File: src/rtl/data_bus_bridge.sv
// data_bus_bridge: multi-cycle bridge from the CPU data port to a request/grant bus.
// Define DATA_BUS_BRIDGE_TIMEOUT_EN to add a watchdog on the REQ and WAIT_R states.
module data_bus_bridge #(
    parameter int TIMEOUT = 255
) (
    input  logic        clk,
    input  logic        rst,
    input  logic [31:0] address,
    input  logic [31:0] write_data,
    input  logic        write_mem_1B,
    input  logic        write_mem_2B,
    input  logic        write_mem_4B,
    input  logic        read_mem_1B,
    input  logic        read_mem_2B,
    input  logic        read_mem_4B,
    input  logic        extension_mem,
    output logic [31:0] out_mem,
    output logic        stall,
    output logic        mem_err,
    output logic        bus_req,
    output logic        bus_we,
    output logic [31:0] bus_addr,
    output logic [31:0] bus_wdata,
    output logic [3:0]  bus_wstrb,
    input  logic        bus_gnt,
    input  logic        bus_rvalid,
    input  logic [31:0] bus_rdata
);
    typedef enum logic [2:0] {IDLE, REQ, WAIT_R, DONE, ERR} state_t;
    state_t      state_q;
    logic [1:0]  lane_q, size_q, size_d;
    logic        ext_q, bus_req_q, bus_we_q, mem_err_q;
    logic [31:0] bus_addr_q, bus_wdata_q, out_mem_q, wdata_d, rword_d;
    logic [3:0]  bus_wstrb_q, wstrb_d;
    logic [5:0]  strb;
    logic        acc, multi, mis, is_wr, is2, is4, tmo;
    logic [7:0]  rbyte;
    logic [15:0] rhalf;

    assign strb  = {write_mem_1B, write_mem_2B, write_mem_4B, read_mem_1B, read_mem_2B, read_mem_4B};
    assign acc   = |strb;
    assign multi = |(strb & (strb - 6'd1));
    assign is2   = write_mem_2B | read_mem_2B;
    assign is4   = write_mem_4B | read_mem_4B;
    assign is_wr = write_mem_1B | write_mem_2B | write_mem_4B;
    assign mis   = (is2 & address[0]) | (is4 & |address[1:0]);
    assign size_d = is4 ? 2'd2 : is2 ? 2'd1 : 2'd0;
    assign rbyte = bus_rdata[{lane_q, 3'b000} +: 8];
    assign rhalf = bus_rdata[{lane_q[1], 4'b0000} +: 16];

    always_comb begin
        wdata_d = is4 ? write_data : is2 ? {2{write_data[15:0]}} : {4{write_data[7:0]}};
        wstrb_d = !is_wr ? 4'b0000 : is4 ? 4'b1111 :
                  is2 ? 4'b0011 << address[1:0] : 4'b0001 << address[1:0];
        rword_d = size_q == 2'd2 ? bus_rdata :
                  size_q == 2'd1 ? {{16{ext_q & rhalf[15]}}, rhalf} : {{24{ext_q & rbyte[7]}}, rbyte};
        stall   = state_q == IDLE ? acc : (state_q == REQ || state_q == WAIT_R);
    end

`ifdef DATA_BUS_BRIDGE_TIMEOUT_EN
    logic [7:0] cnt_q;
    // Zero in the first REQ cycle, so TIMEOUT counts REQ+WAIT_R cycles exactly.
    assign tmo = cnt_q + 8'd1 == 8'(TIMEOUT);
    always_ff @(posedge clk or negedge rst) begin
        if (!rst) cnt_q <= 8'd0;
        else      cnt_q <= (state_q == REQ || state_q == WAIT_R) ? cnt_q + 8'd1 : 8'd0;
    end
`else
    logic [7:0] unused_timeout;
    assign unused_timeout = 8'(TIMEOUT);
    assign tmo = 1'b0;
`endif

    always_ff @(posedge clk or negedge rst) begin
        if (!rst) begin
            state_q     <= IDLE;
            lane_q      <= 2'd0;
            size_q      <= 2'd0;
            ext_q       <= 1'b0;
            bus_req_q   <= 1'b0;
            bus_we_q    <= 1'b0;
            bus_addr_q  <= 32'd0;
            bus_wdata_q <= 32'd0;
            bus_wstrb_q <= 4'd0;
            out_mem_q   <= 32'd0;
            mem_err_q   <= 1'b0;
        end else begin
            mem_err_q <= 1'b0;
            case (state_q)
                IDLE:
                    if (acc && (multi || mis)) begin
                        state_q   <= ERR;
                        mem_err_q <= 1'b1;
                        out_mem_q <= 32'd0;
                    end else if (acc) begin
                        state_q     <= REQ;
                        bus_req_q   <= 1'b1;
                        bus_we_q    <= is_wr;
                        bus_addr_q  <= {address[31:2], 2'b00};
                        bus_wdata_q <= wdata_d;
                        bus_wstrb_q <= wstrb_d;
                        lane_q      <= address[1:0];
                        size_q      <= size_d;
                        ext_q       <= extension_mem;
                    end
                REQ:
                    if (bus_gnt) begin
                        bus_req_q <= 1'b0;
                        state_q   <= bus_we_q ? DONE : WAIT_R;
                    end else if (tmo) begin
                        bus_req_q <= 1'b0;
                        state_q   <= ERR;
                        mem_err_q <= 1'b1;
                        out_mem_q <= 32'd0;
                    end
                WAIT_R:
                    if (bus_rvalid) begin
                        out_mem_q <= rword_d;
                        state_q   <= DONE;
                    end else if (tmo) begin
                        state_q   <= ERR;
                        mem_err_q <= 1'b1;
                        out_mem_q <= 32'd0;
                    end
                default: state_q <= IDLE;
            endcase
        end
    end

    assign out_mem   = out_mem_q;
    assign mem_err   = mem_err_q;
    assign bus_req   = bus_req_q;
    assign bus_we    = bus_we_q;
    assign bus_addr  = bus_addr_q;
    assign bus_wdata = bus_wdata_q;
    assign bus_wstrb = bus_wstrb_q;
endmodule

File: config.mk
export PLATFORM = sky130hd
export DESIGN_NAME = data_bus_bridge
export DESIGN_NICKNAME = d
export VERILOG_FILES = /design/src/rtl/data_bus_bridge.sv
export SDC_FILE = /design/constraint.sdc
export NUM_CORES = 1
export LEC_CHECK = 0
export CAP_MARGIN = 40
export CELL_PAD_IN_SITES_DETAIL_PLACEMENT = 1
export CELL_PAD_IN_SITES_GLOBAL_PLACEMENT = 2
export CORE_AREA = 3 3 149 151
export CTS_CLUSTER_SIZE = 24
export DETAILED_ROUTE_END_ITERATION = 12
export DIE_AREA = 0 0 152 154
export PLACE_DENSITY = 0.87
export SLEW_MARGIN = 25
export SYNTH_ARGS = -nofsm -noshare
export SYNTH_HDL_FRONTEND = slang
export SYNTH_SLANG_ARGS = --single-unit
File: constraint.sdc
create_clock -name clk -period 2.15 [get_ports clk]
set_input_delay 0.3225 -clock clk [delete_from_list [all_inputs] [get_ports clk]]
set_output_delay 0.3225 -clock clk [all_outputs]
set_load 0.02 [all_outputs]
==> results of run 1 <==
critical path, stage by stage:
cell and delay, ps:
clkdlybuf4s50_1 500, or3_1 450, o21ba_2 240, nand4bb_4 150, bufbuf_16 300, mux2_2 340
timing repair:
action | 4_1_cts | 5_1_grt
gates cloned | 1 | 0
endpoints found under the hold margin | 30 | 0
pin swaps | 2 | 3
hold buffers | 1 | 0
endpoints found under the setup margin | 16 | 42
gates resized for setup | 9 | 10
buffers inserted | 1 | 0
final cells by class:
cell class              count  share of cell area [%]
repair buffers            252                    30.6
clock inverters             5                   0.547
well taps                 275                    4.18
multi-input cells         361                    28.4
flip-flops and latches    109                    33.1
inverters                   5                   0.228
clock buffers              10                    2.90
through the flow:
step	hold slack (ps)	utilization (%)	setup WS, ps
global placement	320	37.5	-386
CTS	481	39.1	4.81
floorplan	26.9	-	15.6
global route	492	39.3	3.23
detailed placement	325	37.5	-418
finish	478	39.3	76.2
cell usage in the layout (no fill, tap or decap), types with 2 or more instances in the layout:
master           count
dlygate4sd2_1        2
o22ai_1              3
conb_1               2
mux2_2              35
clkbuf_16            9
o31ai_1              2
a21o_1              19
dfrtp_1            109
or3_1                2
buf_4               35
buf_12               6
inv_1                5
nor2_1              25
a211o_1             10
clkdlybuf4s50_1    200
o21ai_0             68
clkinv_4             2
o21a_1               2
dlymetal6s2s_1       4
a22o_1               5
nor2b_1              5
a211oi_1             3
nor3_1               7
mux2_4               5
nand2b_1             4
nand2_1             80
a21oi_1             32
buf_6                2
mux2i_1             22
nand3_1             10
layer usage:
layer	up-vias	wire length (µm)	global-route usage, %	part of all wire, %
li1	2255	-	-	-
met1	2295	8200	19.8	45
met2	140	8550	24.8	47
met3	11	1120	4.56	6.2
met4	2	202	3.94	1.1
met5	-	13	0	0.072
cells in the mapped netlist, types with 3 or more instances:
| cell | number |
|---|---|
| dfrtp_1 | 109 |
| nand2_1 | 80 |
| o21ai_0 | 68 |
| mux2_2 | 35 |
| a21oi_1 | 32 |
| clkbuf_1 | 30 |
| nor2_1 | 26 |
| mux2i_1 | 22 |
| a21o_1 | 19 |
| a211o_1 | 10 |
| nand3_1 | 10 |
| nor3_1 | 7 |
| a22o_1 | 5 |
| inv_1 | 5 |
| mux2_4 | 5 |
| nor2b_1 | 5 |
| a211oi_1 | 4 |
| nand2b_1 | 4 |
| buf_2 | 3 |
| o22ai_1 | 3 |
sequential cells by signal (all words and copies together), names as in the netlist:
signal	count
bus_we	1
state_q	3
lane_q	2
out_mem	32
bus_req	1
bus_wstrb	4
bus_wdata	32
ext_q	1
mem_err	1
size_q	2
bus_addr	30
final timing paths:
kind / endpoint / cells after the start
setup / recovery: bus_addr[2] / 6
hold / removal: bus_wdata[8] / 2
setup reg to reg: out_mem[15] / 7
hold reg to reg: out_mem[31] / 1
max in group asynchronous: out_mem[0] / 3
min in group clk: out_mem[31] / 1
power by group:
group	switching (mW)	internal (mW)	total [mW]
Combinational	2.25	2.09	4.34
Clock	0.805	0.830	1.63
Sequential	0.434	2.74	3.17
kinds of logic (layout without fill, tap and decap cells):
kind of cell    count (synthesis)  count (layout)  share of synthesized area (%)
compound gates                156             156                           18.4
buf+inv                        43             272                           3.62
flops                         109             109                           52.6
mux                            63              63                           13.7
other cells                     1               2                         0.0723
simple gates                  140             140                           11.6
==> results_dict.tcl, run 1 <==
set metrics [dict create \
    arrival_ps 2300 \
    cts.sinks 109 \
    cellLeakagePower_nw 3.74 \
    fin_skew_ps 14.2 \
    final_cells 1017 \
    setup_viol 0 \
    wl_mm 18.1 \
    synth.cell_area_mm2 0.00519 \
    die_w_um 152 \
    drv_slew 0 \
    cp-end-kind "flop" \
    ir_drop_mv 0.614 \
    cts_tree "yes" \
    synth_edf_count 0 \
    start_util_pct 24.8 \
    rr_startpoint "state_q[1]" \
    fill_cells 2376 \
    yosys_most_used_dff "dfrtp_1" \
    yosysTopAreaCell "dfrtp_1" \
    synthArstFlopShare_pct 100 \
    r2r_slack_ps 330 \
    overflow 0 \
    drive_gt1_share_pct 14.8 \
    rsz0062_at_grt "no" \
    drt.antenna.violating_nets 0 \
    clkSlewWorstSetupHoldPaths_ps 80 \
    layout.area.seq_mm2 0.00273 \
    outcome "finished clean" \
    yosysSeqAreaShare_pct 52.6 \
    grt_max_degree 51 \
    dieArea_mm2 0.0234 \
    placement.io_buffers 208 \
    max_cap_violations 0 \
    hpwl_mm 13.5 \
    min_path_type "input pin to asynchronous set/reset pin" \
    cts_max_path_buffers 2 \
    numCtsBuffers 9 \
    critical_path.startpoint "write_mem_1B" \
    syn_inst 512 \
    synth_area_leaders "dfrtp_1 53%, mux2_2 7.6%, o21ai_0 6.6%" \
    worstPathRequired_ps 2380 \
    n_antenna_cell 0 \
    grt_pass1_vias 5024 \
    avgSynthCellArea_um2 10.1 \
    gp_congestion 0.874 \
    grtUsageTotal_pct 15.2 \
    period_minus_slack_ps 2070 \
    die_h_um 154 \
    pwr_density_cell_mw_per_mm2 1110 \
    drc 0 \
    total_power_mw 9.14 \
    rows 53 \
    vias 4703 \
    setup-tns-final_ps 0 \
    core_mm2 0.0210 \
    worstPathMaxFanout 7 \
    via_per_inst 4.62 \
    place_area_mm2 0.00786 \
    finish.instance_area_mm2 0.00823 \
    final_nets 845 \
    root_buffer "clkbuf_16" \
    antenna_found_initial 1 \
    synth-seq-cells 109 \
    finalCritPeriodShare_pct 96.5 \
    dpl.cell_count 999 \
    multi_input_area_mm2 0.00233 \
    drt_iter0_markers 216 \
    hold_viol 0 \
    synth_cell_types 44 \
    pin_count 211 \
    cp-start-kind "input pin" \
    synth_top_area_share_pct 52.6 \
    wl_per_cell_um 17.8 \
    grt_first_pass_wirelength_mm 28.5 \
    first_pass_iters 4 \
    worstSkewPairLatency_ps 350 \
    htreeDepth 3 \
    areaGrowthSynthToFinish_pct 58.7 \
    path_class "input pin to flop" \
    yosysWarningCount 0 \
    clock.fmax_mhz 482 \
]
Power figures use the tool's default switching activity.
==> run 2, diff against run 1 <==
--- a/config.mk
+++ b/config.mk
@@ -9,6 +9,7 @@
 export CELL_PAD_IN_SITES_DETAIL_PLACEMENT = 1
 export CELL_PAD_IN_SITES_GLOBAL_PLACEMENT = 2
 export CORE_AREA = 3 3 149 151
+export CTS_CLUSTER_DIAMETER = 100
 export CTS_CLUSTER_SIZE = 24
 export DETAILED_ROUTE_END_ITERATION = 12
 export DIE_AREA = 0 0 152 154
==> results of run 2 <==
No change in the layout: final DEF, timing and power equal those of run 1.
